===== src/rtl/usb_rx_phy_if.sv =====
// Pad-side and SIE-side signals of the USB receive front-end.
// The master side drives the pads and rx_en; the slave side is the receiver.
interface usb_rx_phy_if;
  logic [1:0] d_i;
  logic       rx_en;
  logic [1:0] line_state;
  logic [7:0] rx_data;
  logic       rx_valid;
  logic       rx_active;
  logic       rx_error;
  logic       bus_reset;

  modport master (
    output d_i, rx_en,
    input  line_state, rx_data, rx_valid, rx_active, rx_error, bus_reset
  );

  modport slave (
    input  d_i, rx_en,
    output line_state, rx_data, rx_valid, rx_active, rx_error, bus_reset
  );
endinterface


===== src/rtl/usb_rx_phy.sv =====
// USB receive front-end: synchroniser, edge-locked bit recovery, NRZI decode,
// bit unstuffing, SYNC/EOP framing and bus-reset detection.
module usb_rx_phy #(
  parameter int unsigned CLK_PER_BIT  = 16,
  parameter bit          LOW_SPEED    = 1'b1,
  parameter int unsigned RESET_CYCLES = 60
) (
  input  logic         clk,
  input  logic         reset_n,
  usb_rx_phy_if.slave  bus
);

  localparam int unsigned PW = $clog2(CLK_PER_BIT);
  localparam int unsigned RW = $clog2(RESET_CYCLES + 1);
  localparam logic [PW-1:0] PH_HALF = PW'(CLK_PER_BIT / 2);
  localparam logic [PW-1:0] PH_LAST = PW'(CLK_PER_BIT - 1);
  localparam logic [RW-1:0] SE0_MAX = RW'(RESET_CYCLES);
  localparam logic [1:0] SYM_J   = LOW_SPEED ? 2'b01 : 2'b10;
  localparam logic [1:0] SYM_K   = LOW_SPEED ? 2'b10 : 2'b01;
  localparam logic [1:0] SYM_SE0 = 2'b00;

  typedef enum logic [2:0] {
    ST_IDLE,
    ST_SYNC,
    ST_DATA,
    ST_EOP,
    ST_ERROR
  } state_e;

  logic [1:0]    meta_q, line_q;
  logic [PW-1:0] phase_q, phase_d;
  logic [RW-1:0] se0_cnt_q;
  logic          bus_reset_q;
  state_e        state_q;
  logic [1:0]    prev_q;
  logic [2:0]    cnt_q;
  logic [2:0]    ones_q;
  logic [7:0]    shift_q;
  logic [7:0]    rx_data_q;
  logic          rx_valid_q, rx_active_q, rx_error_q;
  logic          strobe_c;
  logic          bit_c;
  logic [1:0]    sync_exp_c;

  // Two-flop synchroniser for the asynchronous pad pair
  always_ff @(posedge clk) begin
    if (!reset_n) begin
      meta_q <= 2'b00;
      line_q <= 2'b00;
    end else begin
      meta_q <= bus.d_i;
      line_q <= meta_q;
    end
  end

  // Phase counter realigns on every line transition so the strobe lands mid-bit
  always_comb begin
    phase_d = (phase_q == PH_LAST) ? '0 : phase_q + PW'(1);
    if (meta_q != line_q) phase_d = '0;
  end

  always_ff @(posedge clk) begin
    if (!reset_n) phase_q <= '0;
    else          phase_q <= phase_d;
  end

  assign strobe_c   = (phase_q == PH_HALF);
  assign bit_c      = (line_q == prev_q);
  assign sync_exp_c = ((cnt_q == 3'd7) || !cnt_q[0]) ? SYM_K : SYM_J;

  // SE0 duration counter, independent of the framing state
  always_ff @(posedge clk) begin
    if (!reset_n) begin
      se0_cnt_q   <= '0;
      bus_reset_q <= 1'b0;
    end else if (line_q == SYM_SE0) begin
      if (se0_cnt_q != SE0_MAX) se0_cnt_q <= se0_cnt_q + RW'(1);
      bus_reset_q <= (se0_cnt_q >= SE0_MAX - RW'(1));
    end else begin
      se0_cnt_q   <= '0;
      bus_reset_q <= 1'b0;
    end
  end

  // Framing FSM; cnt_q is the SYNC index, data bit count, EOP SE0 count or J run
  always_ff @(posedge clk) begin
    if (!reset_n) begin
      state_q     <= ST_IDLE;
      prev_q      <= SYM_J;
      cnt_q       <= 3'd0;
      ones_q      <= 3'd0;
      shift_q     <= 8'h00;
      rx_data_q   <= 8'h00;
      rx_valid_q  <= 1'b0;
      rx_active_q <= 1'b0;
      rx_error_q  <= 1'b0;
    end else begin
      rx_valid_q <= 1'b0;
      rx_error_q <= 1'b0;
      if (!bus.rx_en) begin
        state_q     <= ST_IDLE;
        prev_q      <= SYM_J;
        rx_active_q <= 1'b0;
      end else if (strobe_c) begin
        unique case (state_q)
          ST_IDLE: begin
            if (line_q == SYM_K) begin
              state_q <= ST_SYNC;
              prev_q  <= SYM_K;
              cnt_q   <= 3'd1;
            end
          end
          ST_SYNC: begin
            if (line_q == sync_exp_c) begin
              prev_q <= line_q;
              cnt_q  <= cnt_q + 3'd1;
              if (cnt_q == 3'd7) begin
                state_q     <= ST_DATA;
                rx_active_q <= 1'b1;
                ones_q      <= 3'd0;
              end
            end else begin
              state_q <= ST_IDLE;
              prev_q  <= SYM_J;
            end
          end
          ST_DATA: begin
            if (line_q == SYM_SE0) begin
              rx_active_q <= (cnt_q == 3'd0);
              rx_error_q  <= (cnt_q != 3'd0);
              state_q     <= (cnt_q == 3'd0) ? ST_EOP : ST_ERROR;
              cnt_q       <= (cnt_q == 3'd0) ? 3'd1 : 3'd0;
            end else begin
              prev_q <= line_q;
              if (ones_q == 3'd6) begin
                // Stuff bit slot: a 0 is discarded, a 1 is a stuffing violation
                ones_q <= 3'd0;
                if (bit_c) begin
                  state_q     <= ST_ERROR;
                  rx_active_q <= 1'b0;
                  rx_error_q  <= 1'b1;
                  cnt_q       <= 3'd0;
                end
              end else begin
                ones_q  <= bit_c ? ones_q + 3'd1 : 3'd0;
                shift_q <= {bit_c, shift_q[7:1]};
                cnt_q   <= cnt_q + 3'd1;
                if (cnt_q == 3'd7) begin
                  rx_data_q  <= {bit_c, shift_q[7:1]};
                  rx_valid_q <= 1'b1;
                end
              end
            end
          end
          ST_EOP: begin
            if (line_q == SYM_J) begin
              state_q     <= ST_IDLE;
              prev_q      <= SYM_J;
              rx_active_q <= 1'b0;
            end else if (line_q == SYM_SE0 && cnt_q != 3'd2) begin
              cnt_q <= cnt_q + 3'd1;
            end else begin
              state_q     <= ST_ERROR;
              rx_active_q <= 1'b0;
              rx_error_q  <= 1'b1;
              cnt_q       <= 3'd0;
            end
          end
          ST_ERROR: begin
            if (line_q == SYM_J) begin
              cnt_q <= cnt_q + 3'd1;
              if (cnt_q == 3'd6) begin
                state_q <= ST_IDLE;
                prev_q  <= SYM_J;
              end
            end else begin
              cnt_q <= 3'd0;
            end
          end
          default: begin
            state_q <= ST_IDLE;
            prev_q  <= SYM_J;
          end
        endcase
      end
    end
  end

  assign bus.line_state = line_q;
  assign bus.rx_data    = rx_data_q;
  assign bus.rx_valid   = rx_valid_q;
  assign bus.rx_active  = rx_active_q;
  assign bus.rx_error   = rx_error_q;
  assign bus.bus_reset  = bus_reset_q;

endmodule


===== src/flat_wrapper.sv =====
// flat-port wrapper written by rule: the top's interface ports become plain ports
module usb_rx_phy_flat 
#(
  parameter int unsigned CLK_PER_BIT  = 16,
  parameter bit          LOW_SPEED    = 1'b1,
  parameter int unsigned RESET_CYCLES = 60
)
  (clk, reset_n, bus_d_i, bus_rx_en, bus_line_state, bus_rx_data, bus_rx_valid, bus_rx_active, bus_rx_error, bus_bus_reset);
  usb_rx_phy_if bus_i ();
  input  logic clk;
  input  logic reset_n;
  input wire logic [$bits(bus_i.d_i)-1:0] bus_d_i;
  input wire logic [$bits(bus_i.rx_en)-1:0] bus_rx_en;
  output wire logic [$bits(bus_i.line_state)-1:0] bus_line_state;
  output wire logic [$bits(bus_i.rx_data)-1:0] bus_rx_data;
  output wire logic [$bits(bus_i.rx_valid)-1:0] bus_rx_valid;
  output wire logic [$bits(bus_i.rx_active)-1:0] bus_rx_active;
  output wire logic [$bits(bus_i.rx_error)-1:0] bus_rx_error;
  output wire logic [$bits(bus_i.bus_reset)-1:0] bus_bus_reset;
  assign bus_i.d_i = bus_d_i;
  assign bus_i.rx_en = bus_rx_en;
  assign bus_line_state = bus_i.line_state;
  assign bus_rx_data = bus_i.rx_data;
  assign bus_rx_valid = bus_i.rx_valid;
  assign bus_rx_active = bus_i.rx_active;
  assign bus_rx_error = bus_i.rx_error;
  assign bus_bus_reset = bus_i.bus_reset;
  usb_rx_phy #(.CLK_PER_BIT(CLK_PER_BIT), .LOW_SPEED(LOW_SPEED), .RESET_CYCLES(RESET_CYCLES)) u_core (.clk(clk), .reset_n(reset_n), .bus(bus_i));
endmodule

===== config.mk =====
export PLATFORM = sky130hd
export DESIGN_NAME = usb_rx_phy_flat
export DESIGN_NICKNAME = d
export VERILOG_FILES = /design/src/rtl/usb_rx_phy_if.sv /design/src/rtl/usb_rx_phy.sv /design/src/flat_wrapper.sv
export SDC_FILE = /design/constraint.sdc
export NUM_CORES = 1
export LEC_CHECK = 0
export ABC_AREA = 0
export ABC_CLOCK_PERIOD_IN_PS = 3000
export BUFFER_PORTS_ARGS = -buffer_cell sky130_fd_sc_hd__buf_2
export CORE_MARGIN = 2
export CORE_UTILIZATION = 45
export DETAILED_ROUTE_END_ITERATION = 12
export PLACE_DENSITY = 0.62
export SETUP_SLACK_MARGIN = 0.2
export SLEW_MARGIN = 20
export SYNTH_ARGS = -nofsm -noshare
export SYNTH_HDL_FRONTEND = slang
export SYNTH_SLANG_ARGS = --single-unit

===== constraint.sdc =====
create_clock -name clk -period 3 [get_ports clk]
set_clock_uncertainty 0.15 [all_clocks]
set_input_delay 0.15 -clock clk [delete_from_list [all_inputs] [get_ports clk]]
set_output_delay 0.15 -clock clk [all_outputs]
set_load 0.005 [all_outputs]

==> results by stage, run 1 <==
Timing:
- The least setup slack across all paths after layout is 0.498 ns.
- The final count of pins violating max slew was 0.
- The worst slew margin relative to its limit is 0.621.
- The number of endpoints failing setup at the final stage is 0.
- Setup repair after global routing left no endpoint under its margin.
- The maximum frequency from static timing analysis is 400 MHz.
- The count of final hold-check violations is 0.
- Dividing the final minimum period by the clock period gives 0.834.
- The slew of the pin with the lowest slew margin is 0.567 ns.
- For the final routed database, the setup TNS stands at 0 ns.
- The clock period minus final worst setup slack is 2.50 ns.

Clock network:
- For this design, the sink count on the clock tree is 44.
- After clock tree synthesis, the clock-pin slew on the worst setup and hold paths is 0.08 ns.
- The clock tree synthesis step divided the H-tree into 2 levels.
- The number of setup buffers added after CTS is 0.
- The number of buffers added to fix hold violations after cts is 2.
- The number of instances resized during post-cts repair is 0.
- The clock tree from TritonCTS is yes.
- Counting the buffers created by CTS gives 5.
- The clock reaches the later pin of the worst-skew pair after 0.30 ns.
- CTS placed an instance of clkbuf_8 at the clock tree root.
- The clock passes through at most 2 buffers.

Power and ir drop:
- The sum of internal, switching and leakage power is 1.10 mW.
- The worst-case IR drop observed on VDD is 0.224 mV.
- The static power due to leakage is 1.03 nW.
- The power density normalized to cell area is 429 nW/µm².

Synth:
- The most used flip-flop cell after synthesis is dfxtp_1.
- The area of the mapped netlist is 2320 µm².
- The netlist uses 61 different library cells.
- The area share of the leading cell type in the synthesized netlist is 0.380.
- The post-synthesis cell count is 244.
- Counting flops and latches in the post-synthesis netlist gives 44.
- A synthesized cell averages 9.50 µm².
- The Yosys step of the flow raised 0 warnings.
- The proportion of register bits with asynchronous set or reset after synthesis is 0.
- The cell taking the most area after synthesis is dfxtp_1.
- The sequential share of the synthesized area is 0.380.
- Synthesis produced a netlist with a net count of 259.
- By area the synthesized netlist is led by dfxtp_1 38%, ha_1 5.4%, mux2i_1 4.8%.
- The number of synthesized flops with an enable pin is 0.

GRT:
- The total global routing track utilization is 0.174.
- The total grt overflow is 0.
- The number of antenna violations at the first check in global routing came to 0.
- The first-pass GRT wire length is 7540 µm.
- Entering global routing, the biggest net connects 32 pins.
- The via count of the first global-routing pass is 1,663.

Routing:
- The length of the first detailed-routing pass in iterations is 4.
- For this block, the routed nets add up to 4310 µm of wire.
- The routed via count divided by cell count is 5.17.
- The routed via count is 1,723.
- In this run, the number of DRC markers left after iteration 0 of detailed routing was 96.
- The top routing layer in use is met4.
- The amount of wire on met2 after detailed routing is 2130 µm.
- The met1 wire length is 1970 µm.
- The detail route stage leaves a number of antenna-violating nets equal to 0.
- The wire length per cell after detailed routing is 12.9 µm.
- For this run, design rule violations remaining after detail routing come to 0.
- The met3 wirelength from detailed routing is 120 µm.

Final layout:
- Of the cells placed in the final design, the portion with a size suffix greater than 1 is 0.171.
- The multi-input combinational cells in the finished layout cover a total of 1310 µm².
- The register cell area after layout is 881 µm².
- Compared with the post-synthesis result, the final layout area differs by 10.6%.
- The number of antenna diodes in the final layout is 0.
- The total of fill cells in the finished design is 487.
- Measured on the finished design, the core utilization comes to 0.508.
- For this run, the post-layout net count is 277.

Min path:
- The path type of the worst min-delay path is input pin to flop.

Worst setup path:
- The data arrival time of the critical path is 2.55 ns.
- The element type at the critical path start is a flop.
- STA puts the critical path data required time at 3.05 ns.
- The worst setup path is captured at a flop.
- The critical setup path kind is flop to flop.
- The maximum fanout encountered on the critical timing path is 14.

Die:
- The floorplan step defined a core boundary enclosing 5040 µm².
- Pin placement for this block handled 19 I/O pins.
- The initial core utilization is 0.460.
- The floorplan step set the die height to 75.8 µm.
- The floorplan has 26 rows.
- The floorplan step set the die width to 75.8 µm.
- The die covers 5740 µm².

Placement:
- Detailed placement ended at an HPWL of 3060 µm.
- The worst setup slack before clock tree synthesis is 0.527 ns.
- Routability-driven placement finished with a final weighted congestion of 0.801.
- Buffers placed on the I/O ports in this run total 18.

Outcome:
- The run finished with clean final reports.

Run:
- The total of max-cap violations is 0.
==> metal layers <==
layer  track usage  vias up
li1              -      904
met1         0.203      794
met2         0.304       19
met3        0.0437        6
met4        0.0702        0
met5             0        -
==> logic make-up after synthesis <==
kind of cell             count (synthesis)  share of synthesized area
AO/OA/AOI/OAI                           46                      0.158
flip-flops                              44                      0.380
buffers and inverters                   23                     0.0535
adder cells (fa/ha/maj)                 10                     0.0540
XOR/XNOR                                11                     0.0481
AND/OR/NAND/NOR                         99                      0.259
multiplexers                            11                     0.0475
==> cell usage after synthesis, types with 2 or more instances <==
cell type,number
a21oi_1,9
nand2_1,15
buf_4,2
a21boi_1,9
ha_1,10
o21a_1,2
nand4b_1,2
and2b_2,2
xnor2_1,6
nand2b_1,3
xnor2_2,2
clkbuf_1,6
and4bb_2,2
mux2i_1,11
o21ai_0,3
or2b_1,2
and3_1,3
or3_1,2
and2_1,4
xor2_1,3
nor2_1,17
nand3_1,16
inv_1,11
buf_6,4
nor3_1,2
a211o_1,2
dfxtp_1,44
o2111ai_1,3
a311oi_1,2
nand3_2,2
nor2b_1,11
or4_1,2
and3b_1,2
==> metrics by stage <==
stage          area (µm²)  instances  hold slack [ns]
6_report             2560        333           0.0193
5_1_grt              2560        333           0.0283
4_1_cts              2560        333           0.0102
3_5_place_dp         2430        323            0.209
3_3_place_gp         2430        323            0.206
2_1_floorplan        2320        244            0.127
==> sequential cells by signal (all words and copies together), names as in the netlist, 3 cells and up <==
register / cells
u_core.shift_q: 7
u_core.ones_q: 3
u_core.cnt_q: 3
u_core.phase_q: 4
u_core.bus.rx_data: 8
u_core.se0_cnt_q: 6
u_core.state_q: 3
==> where the power goes <==
part / internal (mW) / total, mW / switching [mW] / leakage, nW
Combinational: 0.0252 / 0.0523 / 0.0271 / 0.615
Clock: 0.247 / 0.446 / 0.199 / 0.0552
Sequential: 0.591 / 0.601 / 0.0103 / 0.356
==> path summary, 6_finish.rpt <==
check / start / end / slack, ns / depth (start not counted)
setup / recovery: u_core.cnt_q[0] / u_core.cnt_q[2] / 0.50 / 7
hold / removal: bus_rx_en / u_core.state_q[2] / 0.02 / 3
setup reg to reg: u_core.cnt_q[0] / u_core.cnt_q[2] / 0.50 / 7
hold reg to reg: u_core.bus.rx_data[1] / u_core.bus.rx_data[1] / 0.30 / 2
==> cells in the final DEF (no fill, tap or decap), types with 4 or more instances in the layout <==
cell,n
ha_1,10
inv_1,11
nor2b_1,11
a21oi_1,9
nand3_1,16
clkbuf_8,5
a21boi_1,9
buf_2,18
nand2_1,15
mux2i_1,11
xnor2_1,6
nor2_1,17
and2_1,4
dfxtp_1,44
==> critical path: stages (launching register included) <==
cell	delay [ns]
dfxtp_1	0.42
ha_1	0.18
ha_1	0.43
and4bb_2	0.29
a2111oi_1	0.43
a211oi_2	0.15
and3b_1	0.20
o21a_1	0.15
==> area by class of cell <==
type | count | area share
Inverter | 11 | 0.0161
Clock inverter | 2 | 0.0137
Clock buffer | 6 | 0.0283
Timing Repair Buffer | 23 | 0.0518
Sequential cell | 44 | 0.344
Tap cell | 70 | 0.0342
Multi-Input combinational cell | 177 | 0.512
Note: power is estimated with default switching activity, not from simulation.
==> run 2, diff against run 1 <==
Settings changed: ABC_CLOCK_PERIOD_IN_PS 3000 to 2100, PLACE_DENSITY 0.62 to 0.64.
Clock period 3 ns to 2.1 ns, I/O delays scaled along.
==> run 2 against run 1 <==
Against the previous run:
- die area did not move
- sequential power rose by 42%
- critical path depth did not move
- global-route usage rose by 2.1 points
- register-to-register slack got worse by 0.44 ns
- critical path type unchanged
- highest routed layer unchanged
- total power rose by 50%
- utilization rose by 6.9 points
- non-clock buffer count rose by 26
- count of clock-buffer cells in the layout did not move
- sequential cell count did not move
- combinational power rose by 88%
- design area rose by 14%
- largest cell class unchanged
==> results by stage, run 2 (synthesis gave the netlist of run 1 again) <==
Timing:
- Across all hold checks on the routed design, the worst slack comes to 0.295 ns.
- The least setup slack across all paths after layout is 0.0587 ns.
- Dividing the final minimum period by the clock period gives 0.972.
- Setup violations remaining at the end of the flow were counted as 0.
- The total negative slack is 0 ns.
- The maximum frequency from static timing analysis is 490 MHz.
- The slew of the pin with the lowest slew margin is 0.493 ns.
- Setup repair after global routing could not meet its margin everywhere.
- The count of final hold-check violations was 0.
- The final count of pins violating max slew is 0.
- The clock period minus final worst setup slack is 2.04 ns.
- Measured against its own limit, the worst slew margin works out to 0.670.

Final layout:
- Summing all multi-input logic gate instances after layout gives 1430 µm².
- The register cell area after layout is 895 µm².
- The register with the most flip-flops in the layout has 8 of them.
- 0 antenna diodes ended up in the layout.
- The area growth from synthesis to final layout is 25.6%.
- Measured on the finished design, the core utilization comes to 0.577.
- The final net count is 303.
- The most common cell after layout, fill and taps aside is dfxtp_1.
- In the layout the commonest cells are 37 x dfxtp_1, 23 x buf_4, 19 x buf_2.
- The share of cells above drive strength 1 is 0.325.
- After routing the design area is 2910 µm².
- The filler cells instantiated in the layout total 416.
- The final cell count without fillers is 359.

Placement:
- The total of buffers placed on input and output ports is 18.
- Summing all placed instances gives a cell area of 2580 µm².
- Including well taps, the total number of placed cells is 338.
- The worst setup slack before clock tree synthesis is 0.0475 ns.
- The wire-length estimate of the detail-placed layout is 3410 µm.
- Routability-driven placement finished with a final weighted congestion of 0.822.

Routing:
- The number of antenna-violating nets in the routed design is 0.
- The number of violations reported at the end of detailed-routing iteration 0 is 101.
- The final layout contains routed wiring with a total length of 5060 µm.
- The wire length per cell after detailed routing is 14.1 µm.
- The number of DRC violations after detailed routing is 0.
- The detailed router placed 1,890 vias in this run.
- Before antenna repair, the detailed router went through 5 iterations.
- The routed via count divided by cell count is 5.26.

Clock network:
- The total clock sinks is 44.
- The number of buffers added by the clock tree synthesis step is 5.
- At the later pin of the worst-skew pair, clock insertion delay measures 0.30 ns.
- The root buffer selected by CTS is clkbuf_8.
- The maximum count of clock buffers along a single path is 2.
- The H-tree level count is 2.
- Clock-pin slew was measured on the worst setup and hold paths at 0.08 ns.
- The clock tree from TritonCTS is yes.

Power and ir drop:
- The maximum VDD drop is 0.429 mV.
- The power density normalized to cell area is 567 nW/µm².
- The sum of internal, switching and leakage power is 1.65 mW.
- Summed over all cells, the static leakage comes to 1.18 nW.

Die:
- The count of standard-cell rows is 26.
- The area of the core is 5040 µm².
- The initial core utilization is 0.460.
- Measured along the y axis, the die boundary spans 75.8 µm.
- The floorplan die area is 5740 µm².
- During I/O placement, the number of pins put on the boundary was 19.
- The die is 75.8 µm wide.

Run:
- The total of max-cap violations is 0.

GRT:
- The first global-routing pass estimated 8480 µm of wire.
- The largest net degree at the start of global routing is 25.
- The number of antenna violations at the first check in global routing is 0.
- Across every metal layer, demand over resource in global routing totals 0.196.
- For this run the aggregate overflow at the end of global routing stands at 0.
- The via count of the first global-routing pass is 1,867.

Worst setup path:
- The worst setup path is of the flop to flop kind.
- The data arrival time of the critical path is 2.12 ns.
- The worst setup path is launched from a flop.
- The maximum fanout encountered on the critical timing path is 4.
- STA classifies the critical path endpoint as a flop.
- The critical path required time is 2.18 ns.

Min path:
- The path type of the worst min-delay path is flop to flop.

Outcome:
- The run finished with clean final reports.
[run 2: worst max-delay path, cell delays in order (launching register included)]
cell and delay (ns):
dfxtp_4 0.37, ha_4 0.16, ha_4 0.16, and4bb_2 0.33, a21oi_2 0.06, or4_4 0.43, nand3_4 0.13, mux2i_1 0.19
[run 2: routing by layer]
| layer | GRT usage | part of all wire | up-vias |
|---|---|---|---|
| li1 | - | - | 959 |
| met1 | 0.238 | 0.47 | 885 |
| met2 | 0.318 | 0.48 | 38 |
| met3 | 0.0437 | 0.036 | 8 |
| met4 | 0.109 | 0.019 | 0 |
| met5 | 0 | 0 | - |
[run 2: layout make-up]
cell class	instances	area share
repair buffers	49	0.117
clock buffers	6	0.0284
clock inverters	2	0.0133
well taps	70	0.0301
multi-input cells	177	0.489
flip-flops and latches	44	0.307
inverters	11	0.0142
[run 2: path summary, 6_finish.rpt]
kind	startpoint	to	slack [ns]	depth (start not counted)
setup reg to reg	u_core.cnt_q[0]	u_core.state_q[2]	0.06	7
hold / removal	u_core.phase_q[0]	u_core.phase_q[0]	0.29	1
hold reg to reg	u_core.phase_q[0]	u_core.phase_q[0]	0.29	1
setup / recovery	u_core.cnt_q[0]	u_core.state_q[2]	0.06	7
[run 2: repair_timing]
item / in CTS / in global routing
gates resized for setup: 14 / 17
buffers inserted: 5 / 3
endpoints found under the setup margin: 20 / 28
pin swaps: 9 / 15
hold endpoints to repair: 9 / 0
hold buffers: 4 / 0
gates cloned: 0 / 1
[run 2: report_power, final]
group	internal, mW	switching, mW	total [mW]
Combinational	0.0497	0.0487	0.0984
Clock	0.389	0.307	0.696
Sequential	0.843	0.0124	0.855
Total	1.28	0.368	1.65
==> run 3, diff against run 2 <==
Settings changed: CORE_UTILIZATION 45 to 25, PLACE_DENSITY 0.64 to 0.4.
==> run 3 against run 2 <==
Against the previous run:
- die area grew 75%
- combinational power shrank 1%
- worst hold slack lost 0.25 ns
- sequential share of layout area shrank 0.24 points
- wire length grew 7.4%
- final cell count grew 12%
- highest routed layer unchanged
- total power shrank 0.91%
- sequential power is essentially flat
- via count grew 0.90%
- non-clock buffer count grew 2
- critical path depth is the same
==> results by stage, run 3 (synthesis gave the netlist of run 1 again) <==
Outcome:
- The flow ran to the end, and the final reports show no timing, DRC or antenna violations.

Run:
- Across the run, the number of max-cap violations was 0.

Power and ir drop:
- The relative contribution of combinational cells to total power is 0.060.
- The power density normalized to cell area is 553 nW/µm².
- The completed layout was analyzed and its total power is 1.63 mW.
- The static power due to leakage is 1.21 nW.
- The maximum VDD drop is 0.229 mV.
- The net switching power of the design is 0.386 mW.
- Cell internal power was estimated by the tool at 1.25 mW.
- The clock share of power is 0.418.
- The switching power share of the total is 0.236.
- The proportion of power drawn by flip-flops and latches is 0.522.

Placement:
- After legalization and detailed placement, the total HPWL measured 3920 µm.
- Port buffering added 18 buffers.
- In this run the cell area measured after placement is 2650 µm².
- The congestion estimate from routability-driven global placement came to 0.842.

Worst setup path:
- Together, buffers and inverters on the worst path number 0.
- The number of cells on the worst reg-to-reg path is 7.
- The signal on the critical path passes through ha_4, ha_4, and4bb_2, a21oi_2, or4_4, nand3_4, mux2i_1.
- The most used cell along the critical path is ha_4.
- The element type at the critical path start is a flop.
- Along the worst path, the maximum fanout reaches 5.
- Broken down by cell family, the worst path's largest delay share belongs to simple AND/OR/NAND/NOR gates.
- At the worst endpoint, the arrival time is 2.14 ns.
- The maximum single-stage delay on the critical path is 0.45 ns.
- The critical setup path kind is flop to flop.
- The worst setup path is captured at a flop.
- For the worst setup path, the data required time is 2.19 ns.
- The worst register-to-register path has a setup slack of 0.04 ns.
- The standard cell with the maximum stage delay on the critical path is or4_4.
- The depth of the critical timing path with buffers and inverters included is 7.

Clock network:
- TritonCTS built the clock tree.
- The clock passes through at most 2 buffers.
- The total clock sinks is 44.
- The CTS clock-pin slew for the worst setup and hold paths is 0.09 ns.
- The root buffer selected by CTS is clkbuf_8.
- TritonCTS created 5 clock buffers.
- The H-tree was split into 2 levels.
- The later-pin clock latency in the skew report is 0.31 ns.

Die:
- Measured along the x axis, the die boundary spans 100 µm.
- Pin placement for this block handled 19 I/O pins.
- From bottom edge to top edge, the die measures 100 µm.
- The initial utilization of the core area, before any placement, comes to 0.254.
- The count of standard-cell rows is 35.
- The total area inside the core boundary comes to 9110 µm².
- The floorplan step defined a die boundary enclosing 10,100 µm².

Routing:
- Wires add up to 5440 µm.
- The routed via count is 1,907.
- For this run, design rule violations remaining after detail routing come to 0.
- The length of the first detailed-routing pass in iterations is 4.
- The wire length per cell after detailed routing is 13.5 µm.
- The number of antenna-violating nets in the routed design is 0.
- Dividing the detail-routed via count by the number of cells gives 4.74.
- The first routing iteration left 41 violations.

Timing:
- The count of final hold-check violations is 0.
- Setup violations remaining at the end of the flow were counted as 0.
- The maximum frequency from static timing analysis is 486 MHz.
- Setup repair after global routing could not meet its margin everywhere.
- The worst slew margin relative to its limit is 0.676.
- The slew of the pin with the lowest slew margin is 0.479 ns.
- The final period utilization is 0.980.
- Subtracting the final worst setup slack from the clock period gives 2.06 ns.
- The final count of pins violating max slew was 0.

Min path:
- The tightest min-delay check is of the input pin to flop type.
- The cell count of the worst hold path is 3.

Final layout:
- The area used by multi-input combinational logic is 1410 µm².
- The final net count is 305.
- Of the cells placed in the final design, the portion with a size suffix greater than 1 is 0.326.
- The most common cell after layout, fill and taps aside is dfxtp_1.
- The area growth from synthesis to final layout is 27.5%.
- After filler insertion, the fill cell instance count of the layout stands at 967.
- The top cell types in the final layout, fill and taps aside, are 36 x dfxtp_1, 27 x buf_4, 19 x buf_2.
- The number of flip-flops in the largest register is 8.
- The finished cells cover 2960 µm².
- The register cell area after layout is 901 µm².
- 0 antenna diodes ended up in the layout.

GRT:
- The via count of the first global-routing pass is 1,793.
- Across every metal layer, demand over resource in global routing totals 0.115.
- The total grt overflow is 0.
- The number of antenna violations at the first check in global routing is 0.
- Entering global routing, the biggest net connects 32 pins.
- The first-pass GRT wire length is 9090 µm.
## run 3: power groups by stage
stage	clock (mW)	combinational (mW)	sequential [mW]
CTS	0.715	0.0921	0.856
detailed placement	0	0.0850	0.876
finish	0.683	0.0974	0.854
global route	0.750	0.110	0.857
floorplan	0	0.0596	0.872
global placement	0	0.0856	0.876
## run 3: layout make-up
type,instances,area share
Inverter,11,0.0140
Sequential cell,44,0.305
Timing Repair Buffer,51,0.119
Multi-Input combinational cell,177,0.476
Clock inverter,3,0.0161
Tap cell,111,0.0470
Clock buffer,5,0.0233
## run 3: per-layer routing
metal  vias up  track usage  routed length, µm
met5         -            0                  0
met1       907        0.145               2590
met3        10       0.0230                120
li1        967            -                  -
met4         0       0.0495                110
met2        23        0.191               2610
## run 3: per-stage QoR
stage          std cells  utilization  setup slack, ns  hold WS [ns]  TNS, ns
4_1_cts              396        0.314           0.0501        0.0337        0
2_1_floorplan        244            -            0.162        0.0823        0
3_3_place_gp         381        0.290          0.00855         0.161        0
6_report             402        0.324           0.0428        0.0430        0
5_1_grt              402        0.324          -0.0242        0.0586  -0.0406
3_5_place_dp         381        0.290          0.00167         0.168        0
## run 3: what timing repair did
item                                   in CTS  in global routing
pin swaps                                   4                  7
endpoints found under the hold margin       5                  0
hold buffers                                3                  0
buffers inserted                            4                  5
gates cloned                                0                  1
setup endpoints to repair                  25                 29
resized for setup                          13                 19
## run 3: tightest hold or removal path, stage by stage
cell and delay, ns:
buf_2 0.12, nand2_1 0.15, nor3_1 0.08
## run 3: path summary, 6_finish.rpt
path                          start           endpoint
hold / removal              reset_n   u_core.prev_q[1]
setup reg to reg    u_core.cnt_q[0]  u_core.state_q[1]
hold reg to reg   u_core.phase_q[0]  u_core.phase_q[0]
setup / recovery    u_core.cnt_q[0]  u_core.state_q[1]
